**src/rtl/intv_mem_sched_if.sv**
```systemverilog
// Toggle-handshake SDRAM port between the memory scheduler and sdram_amr.
// The master side raises requests and the slave side acknowledges them.
interface intv_mem_sched_if;
  logic        req;
  logic        ack;
  logic        we;
  logic [21:0] sd_addr;
  logic [7:0]  din;
  logic [15:0] sd_dout;

  modport master (output req, sd_addr, we, din, input ack, sd_dout);
  modport slave  (input req, sd_addr, we, din, output ack, sd_dout);
endinterface

```
**src/rtl/intv_mem_sched.sv**
```systemverilog
// Memory-port scheduler: ioctl download writes and core reads onto two
// independent SDRAM toggle-handshake ports (ROM and cartridge).
module intv_mem_port (
  input  logic        clk_sys,
  input  logic        reset,
  input  logic        download,
  input  logic        dl_rise,
  input  logic        wr_hit,
  input  logic [21:0] wr_addr,
  input  logic [7:0]  wr_data,
  input  logic [15:0] rd_addr,
  input  logic        rd_stb,
  intv_mem_sched_if.master sd,
  output logic [15:0] dout,
  output logic        valid,
  output logic        wr_busy_c,
  output logic        overrun_c
);
  typedef enum logic [1:0] {IDLE, RD_BUSY, WR_BUSY} state_t;

  state_t      state, state_nxt;
  logic        req, req_nxt;
  logic        we, we_nxt;
  logic [21:0] sd_addr, sd_addr_nxt;
  logic [7:0]  din, din_nxt;
  logic [15:0] dout_nxt;
  logic        valid_nxt;
  logic        pend_vld, pend_vld_nxt;
  logic [15:0] pend_addr, pend_addr_nxt;
  logic        wp_vld, wp_vld_nxt;
  logic [21:0] wp_addr, wp_addr_nxt;
  logic [7:0]  wp_data, wp_data_nxt;
  logic        stb_ok;
  logic        done;

  assign stb_ok    = rd_stb & ~download;
  assign done      = (state != IDLE) && (sd.ack == req);
  assign wr_busy_c = (state == WR_BUSY);
  assign overrun_c = wr_hit & (state == WR_BUSY);

  assign sd.req     = req;
  assign sd.we      = we;
  assign sd.sd_addr = sd_addr;
  assign sd.din     = din;

  // State and datapath registers; req resyncs to ack so reset issues nothing
  always_ff @(posedge clk_sys) begin
    if (reset) begin
      state     <= IDLE;
      req       <= sd.ack;
      we        <= 1'b0;
      sd_addr   <= '0;
      din       <= '0;
      dout      <= '0;
      valid     <= 1'b0;
      pend_vld  <= 1'b0;
      pend_addr <= '0;
      wp_vld    <= 1'b0;
      wp_addr   <= '0;
      wp_data   <= '0;
    end else begin
      state     <= state_nxt;
      req       <= req_nxt;
      we        <= we_nxt;
      sd_addr   <= sd_addr_nxt;
      din       <= din_nxt;
      dout      <= dout_nxt;
      valid     <= valid_nxt;
      pend_vld  <= pend_vld_nxt;
      pend_addr <= pend_addr_nxt;
      wp_vld    <= wp_vld_nxt;
      wp_addr   <= wp_addr_nxt;
      wp_data   <= wp_data_nxt;
    end
  end

  // Next-state: issue priority is new write, parked write, new strobe, pending read
  always_comb begin
    state_nxt     = state;
    req_nxt       = req;
    we_nxt        = we;
    sd_addr_nxt   = sd_addr;
    din_nxt       = din;
    dout_nxt      = dout;
    valid_nxt     = 1'b0;
    pend_vld_nxt  = pend_vld & ~dl_rise;
    pend_addr_nxt = pend_addr;
    wp_vld_nxt    = wp_vld;
    wp_addr_nxt   = wp_addr;
    wp_data_nxt   = wp_data;

    case (state)
      IDLE, RD_BUSY: begin
        if (state == RD_BUSY && done) begin
          dout_nxt  = sd.sd_dout;
          valid_nxt = 1'b1;
          state_nxt = IDLE;
        end
        if (state == IDLE || done) begin
          if (wr_hit) begin
            sd_addr_nxt = wr_addr;
            din_nxt     = wr_data;
            we_nxt      = 1'b1;
            req_nxt     = ~req;
            state_nxt   = WR_BUSY;
          end else if (wp_vld) begin
            sd_addr_nxt = wp_addr;
            din_nxt     = wp_data;
            we_nxt      = 1'b1;
            req_nxt     = ~req;
            wp_vld_nxt  = 1'b0;
            state_nxt   = WR_BUSY;
          end else if (stb_ok) begin
            sd_addr_nxt  = 22'({rd_addr, 1'b0});
            we_nxt       = 1'b0;
            req_nxt      = ~req;
            pend_vld_nxt = 1'b0;
            state_nxt    = RD_BUSY;
          end else if (pend_vld_nxt) begin
            sd_addr_nxt  = 22'({pend_addr, 1'b0});
            we_nxt       = 1'b0;
            req_nxt      = ~req;
            pend_vld_nxt = 1'b0;
            state_nxt    = RD_BUSY;
          end
        end else begin
          // Read still in flight: park a colliding write, queue newest strobe
          if (wr_hit) begin
            wp_vld_nxt  = 1'b1;
            wp_addr_nxt = wr_addr;
            wp_data_nxt = wr_data;
          end
          if (stb_ok) begin
            pend_vld_nxt  = 1'b1;
            pend_addr_nxt = rd_addr;
          end
        end
      end
      WR_BUSY: begin
        if (done) begin
          we_nxt    = 1'b0;
          state_nxt = IDLE;
        end
        if (stb_ok) begin
          pend_vld_nxt  = 1'b1;
          pend_addr_nxt = rd_addr;
        end
      end
      default: state_nxt = IDLE;
    endcase
  end
endmodule

module intv_mem_sched #(
  parameter logic [5:0] ROM_INDEX  = 6'd0,
  parameter logic [5:0] CART_INDEX = 6'd1
) (
  input  logic        clk_sys,
  input  logic        reset,
  input  logic        ioctl_download,
  input  logic [7:0]  ioctl_index,
  input  logic        ioctl_wr,
  input  logic [24:0] ioctl_addr,
  input  logic [7:0]  ioctl_dout,
  output logic        ioctl_wait,
  input  logic [15:0] rom_addr,
  input  logic        rom_stb,
  output logic [15:0] rom_dout,
  output logic        rom_valid,
  input  logic [15:0] cart_addr,
  input  logic        cart_stb,
  output logic [15:0] cart_dout,
  output logic        cart_valid,
  intv_mem_sched_if.master rom_sd,
  intv_mem_sched_if.master cart_sd,
  output logic        err_overrun
);
  logic dl_q;
  logic dl_rise;
  logic rom_hit, cart_hit;
  logic rom_wr_busy_c, cart_wr_busy_c;
  logic rom_overrun_c, cart_overrun_c;
  logic unused_bits;

  assign unused_bits = &{1'b0, ioctl_index[7:6], ioctl_addr[24:22]};
  assign dl_rise     = ioctl_download & ~dl_q;
  assign rom_hit     = ioctl_download & ioctl_wr & (ioctl_index[5:0] == ROM_INDEX);
  assign cart_hit    = ioctl_download & ioctl_wr & (ioctl_index[5:0] == CART_INDEX);
  assign ioctl_wait  = rom_hit | cart_hit | rom_wr_busy_c | cart_wr_busy_c;

  // Download edge detect and sticky overrun flag
  always_ff @(posedge clk_sys) begin
    if (reset) begin
      dl_q        <= 1'b0;
      err_overrun <= 1'b0;
    end else begin
      dl_q        <= ioctl_download;
      err_overrun <= err_overrun | rom_overrun_c | cart_overrun_c;
    end
  end

  intv_mem_port u_rom (
    .clk_sys   (clk_sys),
    .reset     (reset),
    .download  (ioctl_download),
    .dl_rise   (dl_rise),
    .wr_hit    (rom_hit),
    .wr_addr   (ioctl_addr[21:0]),
    .wr_data   (ioctl_dout),
    .rd_addr   (rom_addr),
    .rd_stb    (rom_stb),
    .sd        (rom_sd),
    .dout      (rom_dout),
    .valid     (rom_valid),
    .wr_busy_c (rom_wr_busy_c),
    .overrun_c (rom_overrun_c)
  );

  intv_mem_port u_cart (
    .clk_sys   (clk_sys),
    .reset     (reset),
    .download  (ioctl_download),
    .dl_rise   (dl_rise),
    .wr_hit    (cart_hit),
    .wr_addr   (ioctl_addr[21:0]),
    .wr_data   (ioctl_dout),
    .rd_addr   (cart_addr),
    .rd_stb    (cart_stb),
    .sd        (cart_sd),
    .dout      (cart_dout),
    .valid     (cart_valid),
    .wr_busy_c (cart_wr_busy_c),
    .overrun_c (cart_overrun_c)
  );
endmodule
```
**src/flat_wrapper.sv**
```systemverilog
// flat-port wrapper written by rule: the top's interface ports become plain ports
module intv_mem_sched_flat 
#(
  parameter logic [5:0] ROM_INDEX  = 6'd0,
  parameter logic [5:0] CART_INDEX = 6'd1
)
  (clk_sys, reset, ioctl_download, ioctl_index, ioctl_wr, ioctl_addr, ioctl_dout, ioctl_wait, rom_addr, rom_stb, rom_dout, rom_valid, cart_addr, cart_stb, cart_dout, cart_valid, err_overrun, rom_sd_req, rom_sd_sd_addr, rom_sd_we, rom_sd_din, rom_sd_ack, rom_sd_sd_dout, cart_sd_req, cart_sd_sd_addr, cart_sd_we, cart_sd_din, cart_sd_ack, cart_sd_sd_dout);
  intv_mem_sched_if rom_sd_i ();
  intv_mem_sched_if cart_sd_i ();
  input  logic clk_sys;
  input  logic reset;
  input  logic ioctl_download;
  input  logic [7:0] ioctl_index;
  input  logic ioctl_wr;
  input  logic [24:0] ioctl_addr;
  input  logic [7:0] ioctl_dout;
  output logic ioctl_wait;
  input  logic [15:0] rom_addr;
  input  logic rom_stb;
  output logic [15:0] rom_dout;
  output logic rom_valid;
  input  logic [15:0] cart_addr;
  input  logic cart_stb;
  output logic [15:0] cart_dout;
  output logic cart_valid;
  output logic err_overrun;
  output wire logic [$bits(rom_sd_i.req)-1:0] rom_sd_req;
  output wire logic [$bits(rom_sd_i.sd_addr)-1:0] rom_sd_sd_addr;
  output wire logic [$bits(rom_sd_i.we)-1:0] rom_sd_we;
  output wire logic [$bits(rom_sd_i.din)-1:0] rom_sd_din;
  input wire logic [$bits(rom_sd_i.ack)-1:0] rom_sd_ack;
  input wire logic [$bits(rom_sd_i.sd_dout)-1:0] rom_sd_sd_dout;
  output wire logic [$bits(cart_sd_i.req)-1:0] cart_sd_req;
  output wire logic [$bits(cart_sd_i.sd_addr)-1:0] cart_sd_sd_addr;
  output wire logic [$bits(cart_sd_i.we)-1:0] cart_sd_we;
  output wire logic [$bits(cart_sd_i.din)-1:0] cart_sd_din;
  input wire logic [$bits(cart_sd_i.ack)-1:0] cart_sd_ack;
  input wire logic [$bits(cart_sd_i.sd_dout)-1:0] cart_sd_sd_dout;
  assign rom_sd_req = rom_sd_i.req;
  assign rom_sd_sd_addr = rom_sd_i.sd_addr;
  assign rom_sd_we = rom_sd_i.we;
  assign rom_sd_din = rom_sd_i.din;
  assign rom_sd_i.ack = rom_sd_ack;
  assign rom_sd_i.sd_dout = rom_sd_sd_dout;
  assign cart_sd_req = cart_sd_i.req;
  assign cart_sd_sd_addr = cart_sd_i.sd_addr;
  assign cart_sd_we = cart_sd_i.we;
  assign cart_sd_din = cart_sd_i.din;
  assign cart_sd_i.ack = cart_sd_ack;
  assign cart_sd_i.sd_dout = cart_sd_sd_dout;
  intv_mem_sched #(.ROM_INDEX(ROM_INDEX), .CART_INDEX(CART_INDEX)) u_core (.clk_sys(clk_sys), .reset(reset), .ioctl_download(ioctl_download), .ioctl_index(ioctl_index), .ioctl_wr(ioctl_wr), .ioctl_addr(ioctl_addr), .ioctl_dout(ioctl_dout), .ioctl_wait(ioctl_wait), .rom_addr(rom_addr), .rom_stb(rom_stb), .rom_dout(rom_dout), .rom_valid(rom_valid), .cart_addr(cart_addr), .cart_stb(cart_stb), .cart_dout(cart_dout), .cart_valid(cart_valid), .rom_sd(rom_sd_i), .cart_sd(cart_sd_i), .err_overrun(err_overrun));
endmodule
```
**config.mk**
```make
export PLATFORM = sky130hd
export DESIGN_NAME = intv_mem_sched_flat
export DESIGN_NICKNAME = d
export VERILOG_FILES = /design/src/rtl/intv_mem_sched_if.sv /design/src/rtl/intv_mem_sched.sv /design/src/flat_wrapper.sv
export SDC_FILE = /design/constraint.sdc
export NUM_CORES = 1
export LEC_CHECK = 0
export CORE_UTILIZATION = 40
export DETAILED_ROUTE_END_ITERATION = 12
export GPL_TIMING_DRIVEN = 0
export PLACE_DENSITY = 0.67
export SYNTH_ARGS = -nofsm -noshare
export SYNTH_HDL_FRONTEND = slang
export SYNTH_SLANG_ARGS = --single-unit
export TNS_END_PERCENT = 10
```
**constraint.sdc**
```tcl
create_clock -name clk_sys -period 2.68 [get_ports clk_sys]
set_input_delay 0.268 -clock clk_sys [delete_from_list [all_inputs] [get_ports clk_sys]]
set_output_delay 0.268 -clock clk_sys [all_outputs]
set_load 0.02 [all_outputs]
```
### After elaboration in Yosys (flattened, before gate mapping)

Cells that the tools add are included.

| operators by class | value |
|---|---|
| add/subtract/negate cells | 0 |
| $mul | 0 |
| divide/modulo/power cells | 0 |
| $lt $le $gt $ge | 0 |
| equal/unequal tests | 17 |
| shifts and indexed selects | 0 |
| multiplexer cells | 80 |
| bitwise operators | 24 |
| reduce and logical (&&, ||, !) cells | 45 |

Operator list:

| kind | count |
|---|---|
| 2-to-1 mux 22 bit | 8 |
| 2-to-1 mux 16 bit | 4 |
| case mux 16 bit (2 select lines) | 2 |
| 2-to-1 mux 1 bit | 42 |
| 2-to-1 mux 8 bit | 4 |
| AND reduction 3 bit | 10 |
| 2-to-1 mux 2 bit | 14 |
| nonzero test 2 bit | 12 |
| != test 2 bit, second input constant | 8 |
| AND 1 bit | 10 |
| != test 5 x 4 -> 1 bit, second input constant | 2 |
| nonzero test 5 bit | 2 |
| NOT 1 bit | 9 |
| case mux 1 bit (2 select lines) | 4 |
| case mux 2 bit (2 select lines) | 2 |
| AND reduction 2 bit | 4 |
| AND reduction 4 bit | 2 |
| nonzero test 4 bit | 2 |
| OR reduction 2 bit | 4 |
| equality test 6 x 1 -> 1 bit, second input constant | 1 |
| logical NOT 6 bit | 1 |
| bitwise OR 1 bit | 5 |
| equality test 2 x 1 -> 1 bit, second input constant | 2 |
| equality test 2 bit, second input constant | 2 |
| other kinds (4) | 10 |

| word-level totals | value |
|---|---|
| flip-flop bits (word level) | 200 |
| latch bits | 0 |
| bits in writable memories | 0 |
| ROM bits | 0 |
| output and inout port bits | 100 |
| logic and storage cells | 192 |
| memories kept | 0 |

### Longest topological paths before layout

| logic depth | value |
|---|---|
| depth in word-level cells | 11 |
| mapped depth | 8 |
| mapped depth without buffers | 5 |

### Cells and area by module

Synthesis repeated with hierarchy kept, for this count alone.

| unflattened totals | value |
|---|---|
| cell total of the unflattened synthesis | 1131 |
| area, all modules | 8941.1 µm² |

By module, submodules not included:

| module | instances | cells each | area an instance (µm²) | seq. area each (µm²) |
|---|---|---|---|---|
| intv_mem_port | 2 | 559 | 4419.2 | 1991.9 |
| intv_mem_sched | 1 | 13 | 102.6 | 40.0 |

### Worst setup path before layout

OpenSTA, ideal clock, no wires.

| timing path | value |
|---|---|
| kind | reg-to-reg |
| start | register u_core.u_cart.req, in the netlist u_core.u_cart.sd.req |
| end | register u_core.u_cart.pend_addr[10] |
| library setup time | 0.128 ns |
| data arrival time | 2.056 ns |
| slack | 0.497 ns |
| stages on the path, launching flop included | 7 |
| path buffers | 1 |
| clock period less this slack | 2.183 ns |
| cells stage by stage | edfxtp_1 xor2_1 a21oi_1 a211oi_4 buf_4 mux2i_1 nor2_1 |

| on the way | value |
|---|---|
| cells in the longest elaborated chain, start to end | 5 |

RTL lines:

| element | line | source |
|---|---|---|
| start: declaration | intv_mem_sched.sv:22 | `logic req, req_nxt;` |
| start signal: assignment | intv_mem_sched.sv:50 | `req <= sd.ack;` |
| start signal: assignment | intv_mem_sched.sv:63 | `req <= req_nxt;` |
| equality test 1 bit | intv_mem_sched.sv:37 | `assign done = (state != IDLE) && (sd.ack == req);` |
| logical AND 1 bit | intv_mem_sched.sv:37 |  |
| logical OR 1 bit | intv_mem_sched.sv:99 | `if (state == IDLE \|\| done) begin` |
| != test 2 bit (no line) | n/a |  |
| AND reduction 2 bit (no line) | n/a |  |
| end signal: assignment | intv_mem_sched.sv:70 | `pend_addr <= pend_addr_nxt;` |
| end: declaration | intv_mem_sched.sv:29 | `logic [15:0] pend_addr, pend_addr_nxt;` |

Every way passes these cells.
A chain may end at the register's enable or synchronous reset.

### Worst setup path in the final report

| timing path | value |
|---|---|
| start | register u_core.u_rom.state[1] |
| end | output port ioctl_wait |

| on the way | value |
|---|---|
| cells in the longest elaborated chain, start to end | 3 |

RTL lines:

| element | line | source |
|---|---|---|
| start: declaration | intv_mem_sched.sv:21 | `state_t state, state_nxt;` |
| start signal: assignment | intv_mem_sched.sv:62 | `state <= state_nxt;` |
| equality test 2 bit | intv_mem_sched.sv:38 | `assign wr_busy_c = (state == WR_BUSY);` |
| bitwise OR 1 bit (2 in a row) | intv_mem_sched.sv:189 | `assign ioctl_wait = rom_hit \| cart_hit \| rom_wr_busy_c \| cart_wr_busy_c;` |
| end: declaration | flat_wrapper.sv:17 | `output logic ioctl_wait;` |

Every way passes these cells.

==> metrics.md <==
| Metric | Value |
|---|---|
| Status | `finished clean` |
| GR Overflow Total | `0` |
| Fin crit share | `94.1%` |
| Crit path time final | `2.52 ns` |
| Final #Nets | `1383` |
| Syn. warnings | `0` |
| Max-Cap Viols | `0` |
| Register area | `4020 um2` |
| Max incr delay on CP | `0.65 ns` |
| Async set or reset register ratio after synthesis | `0%` |
| Critical Path Start Type | `register` |
| Antenna-violating nets left | `0` |
| Gate count of the mapped netlist | `1045` |
| CTS Buffer Depth | `2` |
| Worst-Skew Late Latency | `0.44 ns` |
| Setup Viol. Count Final | `0` |
| Power per Cell Area | `574 nW/um2` |
| Final cell count without fillers | `1553` |
| Drt via density | `5.32` |
| Req. time, crit path | `2.41 ns` |
| Gr usage total | `25.6%` |
| Placed cells | `1521` |
| Ys flop type | `dfxtp_1` |
| Max IR drop VDD | `0.000430 V` |
| Number of global-route vias before repair | `7838` |
| Avg WL per Cell | `17.6 um` |
| Slew margin rel. | `36.4%` |
| Worst Setup End Kind | `primary output` |
| RR Startpoint | `u_core.u_cart.sd.req` |
| Hold WS | `0.363 ns` |
| Max frequency | `396 MHz` |
| Number of library cell types mapped by synthesis | `46` |
| Worst Skew | `0.0117 ns` |
| Least-Margin Pin Slew | `0.951 ns` |
| Pre-CTS setup slack | `-0.254 ns` |
| Clock Pin Slew Worst Setup and Hold Paths | `0.07 ns` |
| Syn-to-layout area delta | `35.8%` |
| CTS tree | `done` |
| Die area | `21600 um2` |
| FILL cells | `1963` |
| Largest net degree at the start of global routing | `18` |
| CP top delay family | `buffers and inverters` |
| 1st-iter DRT viols | `585` |
| Share of cells above drive strength 1 | `7.17%` |
| Final instance area | `11400 um2` |
| Post-route setup slack | `0.158 ns` |
| Hold path start | `rom_sd_sd_dout[13]` |
| Flops & latches, synth | `200` |
| DP HPWL | `20.2 mm` |
| I/O pin cnt | `213` |
| Endpoints failing hold | `0` |
| Post-layout util | `56.0%` |
| H-tree lvl count | `4` |
| Final Power | `6.56 mW` |
| WL final | `27.3 mm` |
| Post-CTS Setup Bufs | `0` |
| Worst hold-check path type | `input pin to register` |
| Slowest CP cell | `clkdlybuf4s50_1` |
| Final GP Congestion | `0.841` |
| Core area | `20400 um2` |
| DRC errors left | `0` |
| Row Count | `52` |
| Starting Density | `41.2%` |
| WP buf/inv | `2` |
| Syn_area_per_cell | `8.06 um2` |
| Die Wd | `147 um` |
| Sequential fraction of the synthesis area | `47.8%` |
| Num CTS Buffers | `17` |
| Kind of critical path | `register to primary output` |
| Syn nets | `1158` |
| Root Driver | `clkbuf_16` |
| Die height | `147 um` |
| First-pass DRT Iterations | `6` |
| Dpl cell area | `10800 um2` |
| CTS sink cnt | `200` |
| Static Leak | `3.86 nW` |
| First-pass GRT wire length | `42.9 mm` |
| CP Launch Point | `u_core.u_rom.state[1]` |
| Total number of vias | `8259` |
| Critical-path cell list | `clkbuf_1 -> nor2b_1 -> nor2_1 -> o21ai_0 -> clkdlybuf4s50_1` |
| Final Max Slew Viols | `0` |
| Initial antenna violation count | `1` |
| EDFF count, synth | `2` |
| Crit path DAT | `2.25 ns` |
| Mapped Area | `8420 um2` |
| CTS Hold Bufs | `0` |
| IO Port Bufs | `206` |
| Crit Path Max Fanout | `9` |
| RSZ-0062 raised after global routing | `false` |
| TNS Setup | `0 ns` |
| Area of the multi-input gates | `3960 um2` |
| ANT cells | `0` |
==> cell usage after synthesis, drive strengths merged, types with 2 or more instances <==
cell type  number  share of area, %
xor2            2              0.21
o211ai         16               1.4
o31a            2              0.21
clkbuf         61               2.7
nand3b          2              0.18
nor2           92               4.2
mux2i          40               4.8
mux2           24               3.3
edfxtp          2              0.71
buf            26               1.9
or2             3              0.22
nor3            2              0.25
nand3          14              0.83
nand2         286                13
a21oi         133               7.9
a211oi         17               1.7
a311oi         36               3.7
o21ai          43               2.6
dfxtp         198                47
inv            17              0.76
nor2b           8              0.59
a22oi           3              0.27
nand2b          4              0.30
==> what timing repair did <==
item,CTS,global route
endpoints found under the hold margin,0,0
gates resized for setup,0,2
endpoints found under the setup margin,0,12
==> power by group <==
| group | internal, mW | leakage, nW | switching [mW] |
|---|---|---|---|
| Combinational | 0.380 | 1.96 | 0.424 |
| Sequential | 3.06 | 1.62 | 0.0539 |
| Clock | 1.47 | 0.281 | 1.18 |
| Total | 4.90 | 3.86 | 1.66 |
==> cell families after synthesis <==
kind of cell / Yosys count / share of synthesized area, %
flops: 200 / 47.8
buf+inv: 104 / 5.35
xor+xnor: 2 / 0.208
fa+ha+maj: 1 / 0.119
simple gates: 419 / 20.1
compound gates: 255 / 18.3
mux: 64 / 8.10
==> path summary, 6_finish.rpt <==
path	to	slack, ns	cells after the start
setup reg to reg	u_core.u_cart.sd.sd_addr[20]	0.25	6
setup / recovery	ioctl_wait	0.16	5
hold / removal	u_core.u_rom.dout[13]	0.36	3
hold reg to reg	u_core.u_rom.dout[3]	0.45	2
==> placed cells by master (no fill, tap or decap), types with 2 or more instances in the layout <==
cell type,n
nand2_1,286
clkdlybuf4s50_1,206
dfxtp_1,198
a21oi_1,133
nor2_1,90
clkbuf_1,62
o21ai_0,42
mux2i_1,40
a311oi_1,36
mux2_2,21
buf_2,18
clkbuf_16,18
inv_1,17
o211ai_1,16
a211oi_1,16
nand3_1,14
nor2b_1,8
clkinvlp_4,5
buf_4,4
nand2b_1,4
buf_6,3
or2_2,3
a22oi_1,3
mux2_4,3
inv_6,3
o31a_1,2
nand3b_1,2
bufinv_16,2
edfxtp_1,2
==> flip-flops by register name, summed over array words and instances (netlist names), 16 cells and up <==
register and count:
u_core.u_cart.sd.sd_addr 22, u_core.u_cart.wp_addr 22, u_core.u_rom.sd.sd_addr 22, u_core.u_rom.wp_addr 22
u_core.u_cart.dout 16, u_core.u_cart.pend_addr 16, u_core.u_rom.dout 16, u_core.u_rom.pend_addr 16
==> final cells by class <==
type,count,area share (%)
clock inverters,12,1.20
inverters,17,0.558
repair buffers,206,18.0
multi-input cells,741,34.6
clock buffers,20,4.09
well taps,270,2.95
flip-flops and latches,200,35.2
plain buffers,87,3.38
==> worst min-delay path: stages <==
cell	delay, ns
clkdlybuf4s50_1	0.39
nand2_1	0.05
a21oi_1	0.05
==> layer usage <==
metal,share of wire [%],up-vias,track usage [%]
met1,42,3884,32.8
met3,8.6,49,6.55
met2,46,340,41.4
li1,-,3986,-
met5,0,-,0
met4,2.8,0,9.79
(Power assumes the default switching activity.)
